===== src/rtl/fifo_burst_reader.sv =====
// Drains one BURST_LEN burst from the sample FIFO per packet: header beat, then data beats in FIFO order.
// Data beat N+1 cycles after its read (FIFO output bypass); m_ready low stalls in place, 2-entry skid absorbs in-flight reads.
module fifo_burst_reader #(
   parameter int         DATA_W    = 64,
   parameter int         CNT_W     = 10,
   parameter int         BURST_LEN = 16,
   parameter logic [7:0] HDR_TAG   = 8'hC0
) (
   input  logic              clk,
   input  logic              rst_n,
   input  logic              enable,
   input  logic [DATA_W-1:0] fifo_dout,
   input  logic              fifo_empty,
   input  logic [CNT_W-1:0]  fifo_rd_data_count,
   output logic              fifo_rd_en,
   output logic [DATA_W-1:0] m_data,
   output logic              m_valid,
   input  logic              m_ready,
   output logic              m_sop,
   output logic              m_eop,
   output logic              busy,
   output logic [15:0]       seq_num,
   output logic              err_underflow
);

   localparam int               IW      = $clog2(BURST_LEN + 1);
   localparam logic [IW-1:0]    BL_W    = IW'(BURST_LEN);
   localparam logic [IW-1:0]    BL_LAST = IW'(BURST_LEN - 1);
   localparam logic [CNT_W-1:0] BL_C    = CNT_W'(BURST_LEN);
   localparam logic [15:0]      BL_16   = 16'(BURST_LEN);

   typedef enum logic [1:0] {IDLE, HDR, DATA} state_t;

   state_t            state;
   logic [DATA_W-1:0] skid0, skid1;
   logic [1:0]        skid_cnt;
   logic              in_flight;
   logic [IW-1:0]     words_issued, words_sent;
   logic              have_word, hdr_xfer, pop_dat, last_beat;
   logic [2:0]        pending;

   // The word on fifo_dout counts as present, so a fresh read can be sent straight out.
   assign have_word = (skid_cnt != 2'd0) || in_flight;
   assign hdr_xfer  = (state == HDR) && m_ready;
   assign pop_dat   = (state == DATA) && have_word && m_ready;
   assign last_beat = (words_sent == BL_LAST);
   assign pending   = 3'(skid_cnt) + 3'(in_flight) - 3'(pop_dat);

   assign fifo_rd_en = (hdr_xfer || state == DATA) && !fifo_empty &&
                       (words_issued < BL_W) && (pending < 3'd2);
   assign m_valid = (state == HDR) || (state == DATA && have_word);
   assign m_sop   = (state == HDR);
   assign m_eop   = (state == DATA) && have_word && last_beat;
   assign busy    = (state != IDLE);

   always_comb begin
      m_data = '0;
      if (state == HDR)
         m_data = DATA_W'({HDR_TAG, 8'h00, seq_num, BL_16, 16'h0000});
      else if (state == DATA && have_word)
         m_data = (skid_cnt != 2'd0) ? skid0 : fifo_dout;
   end

   always_ff @(posedge clk or negedge rst_n) begin
      if (!rst_n) begin
         state         <= IDLE;
         skid0         <= '0;
         skid1         <= '0;
         skid_cnt      <= '0;
         in_flight     <= 1'b0;
         words_issued  <= '0;
         words_sent    <= '0;
         seq_num       <= '0;
         err_underflow <= 1'b0;
      end else begin
         in_flight <= fifo_rd_en;
         skid_cnt  <= pending[1:0];
         if (fifo_rd_en)
            words_issued <= words_issued + IW'(1);

         if (pop_dat) begin
            if (skid_cnt == 2'd2)
               skid0 <= skid1;
            else if (skid_cnt == 2'd1 && in_flight)
               skid0 <= fifo_dout;
            if (skid_cnt == 2'd2 && in_flight)
               skid1 <= fifo_dout;
         end else if (in_flight) begin
            if (skid_cnt == 2'd0)
               skid0 <= fifo_dout;
            else
               skid1 <= fifo_dout;
         end

         if (state == DATA && fifo_empty && words_issued < BL_W)
            err_underflow <= 1'b1;

         case (state)
            IDLE: if (enable && fifo_rd_data_count >= BL_C) state <= HDR;
            HDR:  if (m_ready) state <= DATA;
            DATA: begin
               if (pop_dat) begin
                  words_sent <= words_sent + IW'(1);
                  if (last_beat) begin
                     state        <= IDLE;
                     seq_num      <= seq_num + 16'd1;
                     words_sent   <= '0;
                     words_issued <= '0;
                  end
               end
            end
            default: state <= IDLE;
         endcase
      end
   end

endmodule


===== config.mk =====
export PLATFORM = sky130hd
export DESIGN_NAME = fifo_burst_reader
export DESIGN_NICKNAME = d
export VERILOG_FILES = /design/src/rtl/fifo_burst_reader.sv
export SDC_FILE = /design/constraint.sdc
export NUM_CORES = 1
export LEC_CHECK = 0
export ABC_AREA = 1
export BUFFER_PORTS_ARGS = -buffer_cell sky130_fd_sc_hd__buf_4
export CAP_MARGIN = 20
export CORE_UTILIZATION = 55
export DETAILED_ROUTE_END_ITERATION = 16
export GPL_TIMING_DRIVEN = 0
export PLACE_DENSITY = 0.78
export SYNTH_ARGS = -nofsm -noshare
export SYNTH_HDL_FRONTEND = slang
export SYNTH_SLANG_ARGS = --single-unit

===== constraint.sdc =====
create_clock -name clk -period 4.7 [get_ports clk]
set_input_delay 0.235 -clock clk [delete_from_list [all_inputs] [get_ports clk]]
set_output_delay 0.235 -clock clk [all_outputs]
set_load 0.02 [all_outputs]

==> results of run 1 <==
-- cells in the mapped netlist (all sizes together) --
cell    instances
buf            65
xor2            9
nand3         145
o21ai         143
nor3            4
nand2         699
nand3b          1
o22ai          16
a31o            1
xnor2           1
ha              5
a21oi           6
clkbuf         26
nand4          10
fa              1
dfrtp         160
nor2           33
inv           148
-- power groups by stage --
stage | logic [mW] | registers [mW] | clock network, mW
global route | 3.68 | 2.33 | 1.63
global placement | 3.19 | 2.25 | 0
detailed placement | 3.25 | 2.26 | 0
floorplan | 2.22 | 2.20 | 0
finish | 3.29 | 2.27 | 1.57
CTS | 3.27 | 2.25 | 1.57
-- worst max-delay path, delay by kind of cell, from the launching register on --
kind	cells	cell delay [ns]
buffers and inverters	5	0.83
adders and majority gates	1	0.52
DFF	1	0.48
and+or+nand+nor	8	1.02
-- layer usage --
| metal | track usage [%] | part of all wire, % | up-vias | wire [um] |
|---|---|---|---|---|
| li1 | - | - | 4941 | - |
| met3 | 5.858 | 7.2 | 46 | 1987 |
| met1 | 43.79 | 44 | 4552 | 12220 |
| met2 | 50.14 | 46 | 408 | 12780 |
| met4 | 9.551 | 2.1 | 0 | 592 |
| met5 | 0 | 0 | - | 0 |
-- through the flow --
step | total power [mW] | util, % | cell area, sq um | setup slack [ns]
detailed placement | 5.518 | 64.91 | 11150 | 1.670
finish | 7.130 | 68.79 | 11820 | 1.193
floorplan | 4.415 | - | 9632 | 2.132
CTS | 7.103 | 68.79 | 11820 | 1.205
global placement | 5.436 | 64.71 | 11110 | 1.705
global route | 7.640 | 68.79 | 11820 | 0.9735
-- kinds of logic (layout without fill, tap and decap cells) --
kind of cell / after synthesis / after routing
DFF: 160 / 160
buffers and inverters: 239 / 431
AOI/OAI and AO/OA: 166 / 166
adders and majority gates: 6 / 6
xor gates and xnor gates: 10 / 10
and+or+nand+nor: 892 / 892
-- flip-flops by register name (all words and copies together), names as in the netlist --
signal / count
skid0: 64
skid1: 64
seq_num: 16
words_issued: 5
words_sent: 5
skid_cnt: 2
state: 2
err_underflow: 1
in_flight: 1
-- what timing repair did --
action | in CTS | in global routing
hold endpoints to repair | 50 | 0
endpoints found under the setup margin | 0 | 0
hold buffers | 1 | 0
-- final timing paths --
kind                                    to  cells past startpoint  slack, ns          start
max                             fifo_rd_en                     14       1.19    skid_cnt[1]
min                              skid1[13]                      3       0.05  fifo_dout[13]
max reg2reg                words_issued[0]                     15       1.79    skid_cnt[1]
min reg2reg                      skid1[63]                      2       0.47      skid1[63]
max in group asynchronous        skid1[41]                      3       3.50          rst_n
min in group asynchronous        skid0[12]                      2       0.29          rst_n
-- final cells by class --
| class | instances | area, sq um | area share (%) |
|---|---|---|---|
| clock buffers | 19 | 442.9 | 3.749 |
| clock inverters | 11 | 212.7 | 1.800 |
| inverters | 148 | 555.5 | 4.702 |
| flip-flops and latches | 160 | 4004 | 33.89 |
| plain buffers | 91 | 426.7 | 3.611 |
| multi-input cells | 1074 | 4646 | 39.32 |
| well taps | 225 | 281.5 | 2.383 |
| repair buffers | 162 | 1246 | 10.55 |
-- cell usage in the layout, fill, tap and decap left out, types with 2 or more instances in the layout --
master and count:
a21oi_1 6, nor3_1 4, inv_1 145, o22ai_1 16
dfrtp_1 160, buf_4 167, nor2_2 2, nor2_4 3
nand2_1 696, bufinv_16 6, buf_2 44, xor2_1 9
clkinvlp_4 3, buf_1 13, nor2_1 28, nand3_1 143
inv_2 3, nand4_1 10, clkbuf_16 17, o21ai_0 143
ha_1 5, clkbuf_1 27, clkinv_2 2, nand2_2 2
==> impl_table.tex, run 1 <==
\begin{tabular}{lr}
\hline
Metric & Value \\
\hline
\multicolumn{2}{l}{\textbf{Yosys}} \\
Avg Cell Area, Syn & 6.539 sq um \\
Count of mapped cells out of synthesis & 1,473 \\
Parity-gate share of the synthesized area counting xor and xnor cells & 0.9093\% \\
Leading area contributor after synthesis & dfrtp\_1 \\
Fraction of the mapped netlist area in compound gates & 8.872\% \\
Combinational family with the most area after synthesis & simple AND/OR/NAND/NOR gates \\
Multiplexer share of the synthesized area & 0\% \\
Yosys warnings & 0 \\
Adder-Cell Fraction of Synth Area & 0.8574\% \\
Post-Syn Area & 9632 sq um \\
Post-Syn Nets & 1,558 \\
Synth Register Bits & 160 \\
Share of synthesized area occupied by flip-flops and latches & 41.57\% \\
Leading cell types by total area after synthesis & dfrtp\_1 42\%, nand2\_1 27\%, nand3\_1 7.4\% \\
Simple-gate portion of the synthesized area & 37.59\% \\
Portion of synthesized cell area occupied by the leading cell type & 41.57\% \\
Synth cell types & 27 \\
\multicolumn{2}{l}{\textbf{Min path}} \\
Hold Crit Class & input pin to flop \\
\multicolumn{2}{l}{\textbf{Timing}} \\
Max-slew violation total from the final report & 0 \\
Hold violation total from the final report & 0 \\
Fin crit period & 3.507 ns \\
Number of setup violations in the final report & 0 \\
Maximum clock frequency & 285.1 MHz \\
Relative slew slack & 51.45\% \\
Slew of the pin with the lowest slew margin & 0.7283 ns \\
Layout Skew & 0.006445 ns \\
Final Hold Slack & 0.04974 ns \\
Post-route setup TNS & 0 ns \\
RSZ-0062 raised after global routing & false \\
Post-route fraction of the period consumed by the critical path & 74.62\% \\
\multicolumn{2}{l}{\textbf{Setup path}} \\
CP arrival & 3.27 ns \\
Crit path launch type & flop \\
Endpoint type of the worst setup path & output pin \\
Setup Crit Path Kind & flop to output pin \\
Largest fanout of any net on the critical path & 10 \\
Cell type with the highest occurrence count on the critical path & nand2\_1 \\
Required time of the worst setup path & 4.47 ns \\
Critical path cell sequence & nor2\_4 > nand2\_4 > nand2\_2 > nor2\_2 > buf\_2 > buf\_2 > nand2\_1 > inv\_1 > fa\_1 > nand2\_1 > nor2\_1 > nand2\_1 > inv\_1 > buf\_4 \\
Max stage delay on crit path & 0.52 ns \\
Slowest cell on crit path & fa\_1 \\
\multicolumn{2}{l}{\textbf{Routing}} \\
Number of detailed-route iterations in the first pass & 5 \\
DRC violations left & 0 \\
Overall routed net length & 27.58 mm \\
Vias after detailed routing & 9,947 \\
Vias per cell & 5.263 \\
Starting DRC count in detailed routing & 812 \\
Antenna Nets Post-Route & 0 \\
Routed length per placed instance & 14.59 um \\
\multicolumn{2}{l}{\textbf{Power and ir drop}} \\
Sw Share & 42.87\% \\
Clock power share & 22.1\% \\
Reg power frac & 31.8\% \\
Relative contribution of combinational cells to total power & 46.1\% \\
Leakage power & 6.745 nW \\
Max IR drop VDD & 352.3 uV \\
Cell-internal power & 4.074 mW \\
Switching component of the power & 3.057 mW \\
Ratio of total power to cell area & 603.5 nW/um\^{}2 \\
\multicolumn{2}{l}{\textbf{Clocking}} \\
Total setup buffers inserted after CTS & 0 \\
Number of H-tree levels & 4 \\
Clk sinks & 160 \\
Number of resized instances in the post-cts repair step & 0 \\
Post-CTS clock slew at the launch and capture registers of the worst setup and hold paths & 0.07 ns \\
CTS tree & built \\
Clock latency at the later pin of the worst-skew pair & 0.43 ns \\
Root buffer cell & clkbuf\_16 \\
Clock Tree Buf Depth & 2 \\
Number of clock buffers inserted by TritonCTS & 17 \\
\multicolumn{2}{l}{\textbf{GRT}} \\
Global-route wire length before repair & 44.86 mm \\
Number of global-route vias before repair & 8,977 \\
Antenna violations before repair & 0 \\
Pin count of the biggest net entering global routing & 111 \\
Final global-route overflow total & 0 \\
Overall track demand over capacity in global routing & 31.53\% \\
\multicolumn{2}{l}{\textbf{Layout}} \\
Count of filler cells inserted in the layout & 1,576 \\
Layout overhead on the synthesized area & 22.67\% \\
Number of cells in the finished layout apart from fillers & 1,890 \\
Antenna cells & 0 \\
Ratio of cells with drive above 1 in the final layout & 15.38\% \\
Final-stage net count & 1,739 \\
\multicolumn{2}{l}{\textbf{Place}} \\
Half-perimeter wire length after detailed placement & 19.33 mm \\
Routability-driven placement congestion ratio & 0.8497 \\
Placed Cells incl. Taps & 1,859 \\
Count of input and output buffers & 160 \\
\multicolumn{2}{l}{\textbf{Die}} \\
Vertical die dimension & 134.3 um \\
Effective utilization at floorplan & 56.08\% \\
Area of the core & 17,180 sq um \\
Ports placed on the boundary & 165 \\
Area of the die & 18,050 sq um \\
Placement Rows & 48 \\
Die width & 134.3 um \\
\multicolumn{2}{l}{\textbf{Job}} \\
\# Max-Cap Violations & 0 \\
\multicolumn{2}{l}{\textbf{Outcome}} \\
Status & finished, final reports clean \\
\hline
\end{tabular}
No activity file was read; power rests on OpenSTA's default activity.
==> inputs of run 2 (changes only) <==
- clock period: 4.7 -> 3.35 ns (I/O delays scaled with it)
==> run 2 against run 1 <==
  * The flow now finishes with violations (hold timing)
  * Critical path depth decreased by 1
  * Routed wire length increased by 2.2%
  * Clock skew increased by 0.0035 ns
  * Critical endpoint unchanged
==> impl_table.tex, run 2 (synthesized netlist as in run 1, its figures left out) <==
\begin{tabular}{lr}
\hline
Metric & Value \\
\hline
\multicolumn{2}{l}{\textbf{Outcome}} \\
Status & finished with violations \\
Failing checks & hold timing \\
\multicolumn{2}{l}{\textbf{Min path}} \\
Hold Crit Class & input pin to flop \\
\multicolumn{2}{l}{\textbf{Setup path}} \\
Max stage delay on crit path & 0.52 ns (about the same) \\
CP arrival & 2.93 ns (-0.34 ns) \\
Largest fanout of any net on the critical path & 19 (+9) \\
Setup Crit Path Kind & flop to output pin \\
CP top delay family & simple AND/OR/NAND/NOR gates \\
Slowest cell on crit path & fa\_1 \\
Cell type with the highest occurrence count on the critical path & nand2\_1 \\
Required time of the worst setup path & 3.18 ns (-1.29 ns) \\
Crit path launch type & flop \\
WP buf/inv & 4 (-1) \\
Critical path cell sequence & nor2\_4 > nand2\_4 > nand2\_2 > nor2\_2 > buf\_2 > nand2\_1 > inv\_1 > fa\_1 > nand2\_1 > nor2\_4 > nand2\_1 > inv\_2 > buf\_4 \\
Endpoint type of the worst setup path & output pin \\
\multicolumn{2}{l}{\textbf{Die}} \\
Area of the die & 18,050 sq um (unchanged) \\
Placement Rows & 48 (unchanged) \\
Effective utilization at floorplan & 56.08\% (unchanged) \\
Ports placed on the boundary & 165 (unchanged) \\
Vertical die dimension & 134.3 um (unchanged) \\
Area of the core & 17,180 sq um (unchanged) \\
Die width & 134.3 um (unchanged) \\
\multicolumn{2}{l}{\textbf{Clocking}} \\
Root buffer cell & clkbuf\_16 \\
Clock latency at the later pin of the worst-skew pair & 0.43 ns (about the same) \\
Clock Tree Buf Depth & 2 (unchanged) \\
Number of H-tree levels & 4 (unchanged) \\
Number of clock buffers inserted by TritonCTS & 17 (unchanged) \\
CTS tree & built \\
Clk sinks & 160 (unchanged) \\
Post-CTS clock slew at the launch and capture registers of the worst setup and hold paths & 0.06 ns (about the same) \\
\multicolumn{2}{l}{\textbf{Layout}} \\
Most frequent standard cell in the layout excluding fill and tap cells & nand2\_1 \\
Post-route cell area & 12,190 sq um (+3.1\%) \\
Final-stage net count & 1,775 (+2.1\%) \\
Post-route core utilization & 70.95\% (+2.2 points) \\
Antenna cells & 0 (unchanged) \\
Layout overhead on the synthesized area & 26.53\% \\
Registers with the most flip-flops & skid0 x64, skid1 x64, seq\_num x16 \\
Count of filler cells inserted in the layout & 1,527 (-3.1\%) \\
Ratio of cells with drive above 1 in the final layout & 15.23\% (-0.15 points) \\
Commonest cells after routing, fill and taps aside & 696 x nand2\_1, 168 x buf\_4, 159 x dfrtp\_1 \\
\multicolumn{2}{l}{\textbf{GRT}} \\
Global-route wire length before repair & 45.51 mm (+1.5\%) \\
Number of global-route vias before repair & 9,102 (+1.4\%) \\
Overall track demand over capacity in global routing & 31.97\% (+0.44 points) \\
Met2 Resource Use GR & 51.32\% (+1.2 points) \\
Antenna violations before repair & 0 (unchanged) \\
GR Layer Usage met3 & 5.707\% (-0.15 points) \\
Busiest layer in global routing & met2 \\
Met1 global-route usage & 44.16\% (+0.37 points) \\
Final global-route overflow total & 0 (unchanged) \\
Pin count of the biggest net entering global routing & 111 (unchanged) \\
\multicolumn{2}{l}{\textbf{Power and ir drop}} \\
Ratio of total power to cell area & 826.0 nW/um\^{}2 (+37\%) \\
Leakage power & 6.891 nW (+2.2\%) \\
Max IR drop VDD & 494.5 uV (+40\%) \\
Post-layout power & 10.07 mW (+41\%) \\
\multicolumn{2}{l}{\textbf{Timing}} \\
Relative slew slack & 51.15\% (-0.30 points) \\
Post-route fraction of the period consumed by the critical path & 92.35\% \\
RSZ-0062 raised after global routing & false \\
Max-slew violation total from the final report & 0 (unchanged) \\
Layout Skew & 0.009901 ns (+0.003456 ns) \\
Fin crit period & 3.094 ns \\
Hold violation total from the final report & 2 (+2) \\
Slew of the pin with the lowest slew margin & 0.7328 ns (+0.004546 ns) \\
Post-route setup TNS & 0 ns (unchanged) \\
Final Hold Slack & -0.003213 ns (-0.05295 ns) \\
Maximum clock frequency & 323.2 MHz \\
Slack of the critical path & 0.2561 ns (-0.9369 ns) \\
Number of setup violations in the final report & 0 (unchanged) \\
\multicolumn{2}{l}{\textbf{Routing}} \\
Antenna Nets Post-Route & 0 (unchanged) \\
Overall routed net length & 28.18 mm (+2.2\%) \\
Vias per cell & 5.252 (-0.21\%) \\
Vias after detailed routing & 10,115 (+1.7\%) \\
DRC violations left & 0 (unchanged) \\
Number of detailed-route iterations in the first pass & 5 (unchanged) \\
Starting DRC count in detailed routing & 859 (+5.8\%) \\
Routed length per placed instance & 14.63 um (+0.28\%) \\
\multicolumn{2}{l}{\textbf{Place}} \\
Half-perimeter wire length after detailed placement & 19.33 mm (unchanged) \\
Count of input and output buffers & 160 (unchanged) \\
Worst setup slack before clock tree synthesis & 0.3880 ns (-1.282 ns) \\
Routability-driven placement congestion ratio & 0.8497 (unchanged) \\
Placed inst area & 11,150 sq um (unchanged) \\
\multicolumn{2}{l}{\textbf{Job}} \\
\# Max-Cap Violations & 0 (unchanged) \\
\hline
\end{tabular}
run 2: path summary, 6_finish.rpt:
path | from | end | slack, ns | cells after the start
worst max register to register | skid_cnt[1] | words_issued[0] | 0.77 | 14
worst min register to register | skid1[63] | skid1[63] | 0.47 | 2
worst min-delay path | fifo_dout[18] | skid1[18] | -0.003 | 3
worst max-delay path | skid_cnt[1] | fifo_rd_en | 0.26 | 13
min in group asynchronous | rst_n | skid0[12] | 0.22 | 2
max in group asynchronous | rst_n | skid1[58] | 2.21 | 3
run 2: power by group:
part	total, mW	switching, mW	internal, mW	leakage, nW
clock network	2.21	0.804	1.41	0.311
logic	4.67	3.05	1.62	4.67
registers	3.19	0.458	2.73	1.91
run 2: stage by stage:
| stage | cells | hold WS (ns) |
|---|---|---|
| after CTS | 1925 | 0.0003478 |
| after detailed placement | 1859 | 0.09723 |
| after floorplan | 1473 | -0.1281 |
| final | 1926 | -0.003213 |
| after global placement | 1858 | 0.4190 |
| after global routing | 1926 | 0.007361 |
run 2: final cells by class:
cell class | instances | area [sq um] | share of cell area, %
Clock inverter | 11 | 212.7 | 1.745
Tap cell | 225 | 281.5 | 2.310
Timing Repair Buffer | 199 | 1614 | 13.24
Buffer | 90 | 421.7 | 3.460
Clock buffer | 19 | 442.9 | 3.634
Inverter | 148 | 555.5 | 4.559
Multi-Input combinational cell | 1074 | 4653 | 38.18
Sequential cell | 160 | 4005 | 32.86
run 2: per-layer routing:
layer  routed length [um]  part of all wire [%]
met1                12260                    44
met2                13280                    47
met3                 2039                   7.2
met4                  602                   2.1
met5                    0                     0
run 2: what timing repair did:
| action | in CTS | in global routing |
|---|---|---|
| setup endpoints to repair | 1 | 1 |
| buffers inserted | 0 | 1 |
| hold buffers | 36 | 1 |
| hold endpoints to repair | 85 | 1 |
| resized for setup | 1 | 3 |
| pin swaps | 0 | 1 |
run 2: tightest hold or removal path: stages:
cell     delay (ns)
buf_4          0.09
nand3_1        0.06
nand2_1        0.07
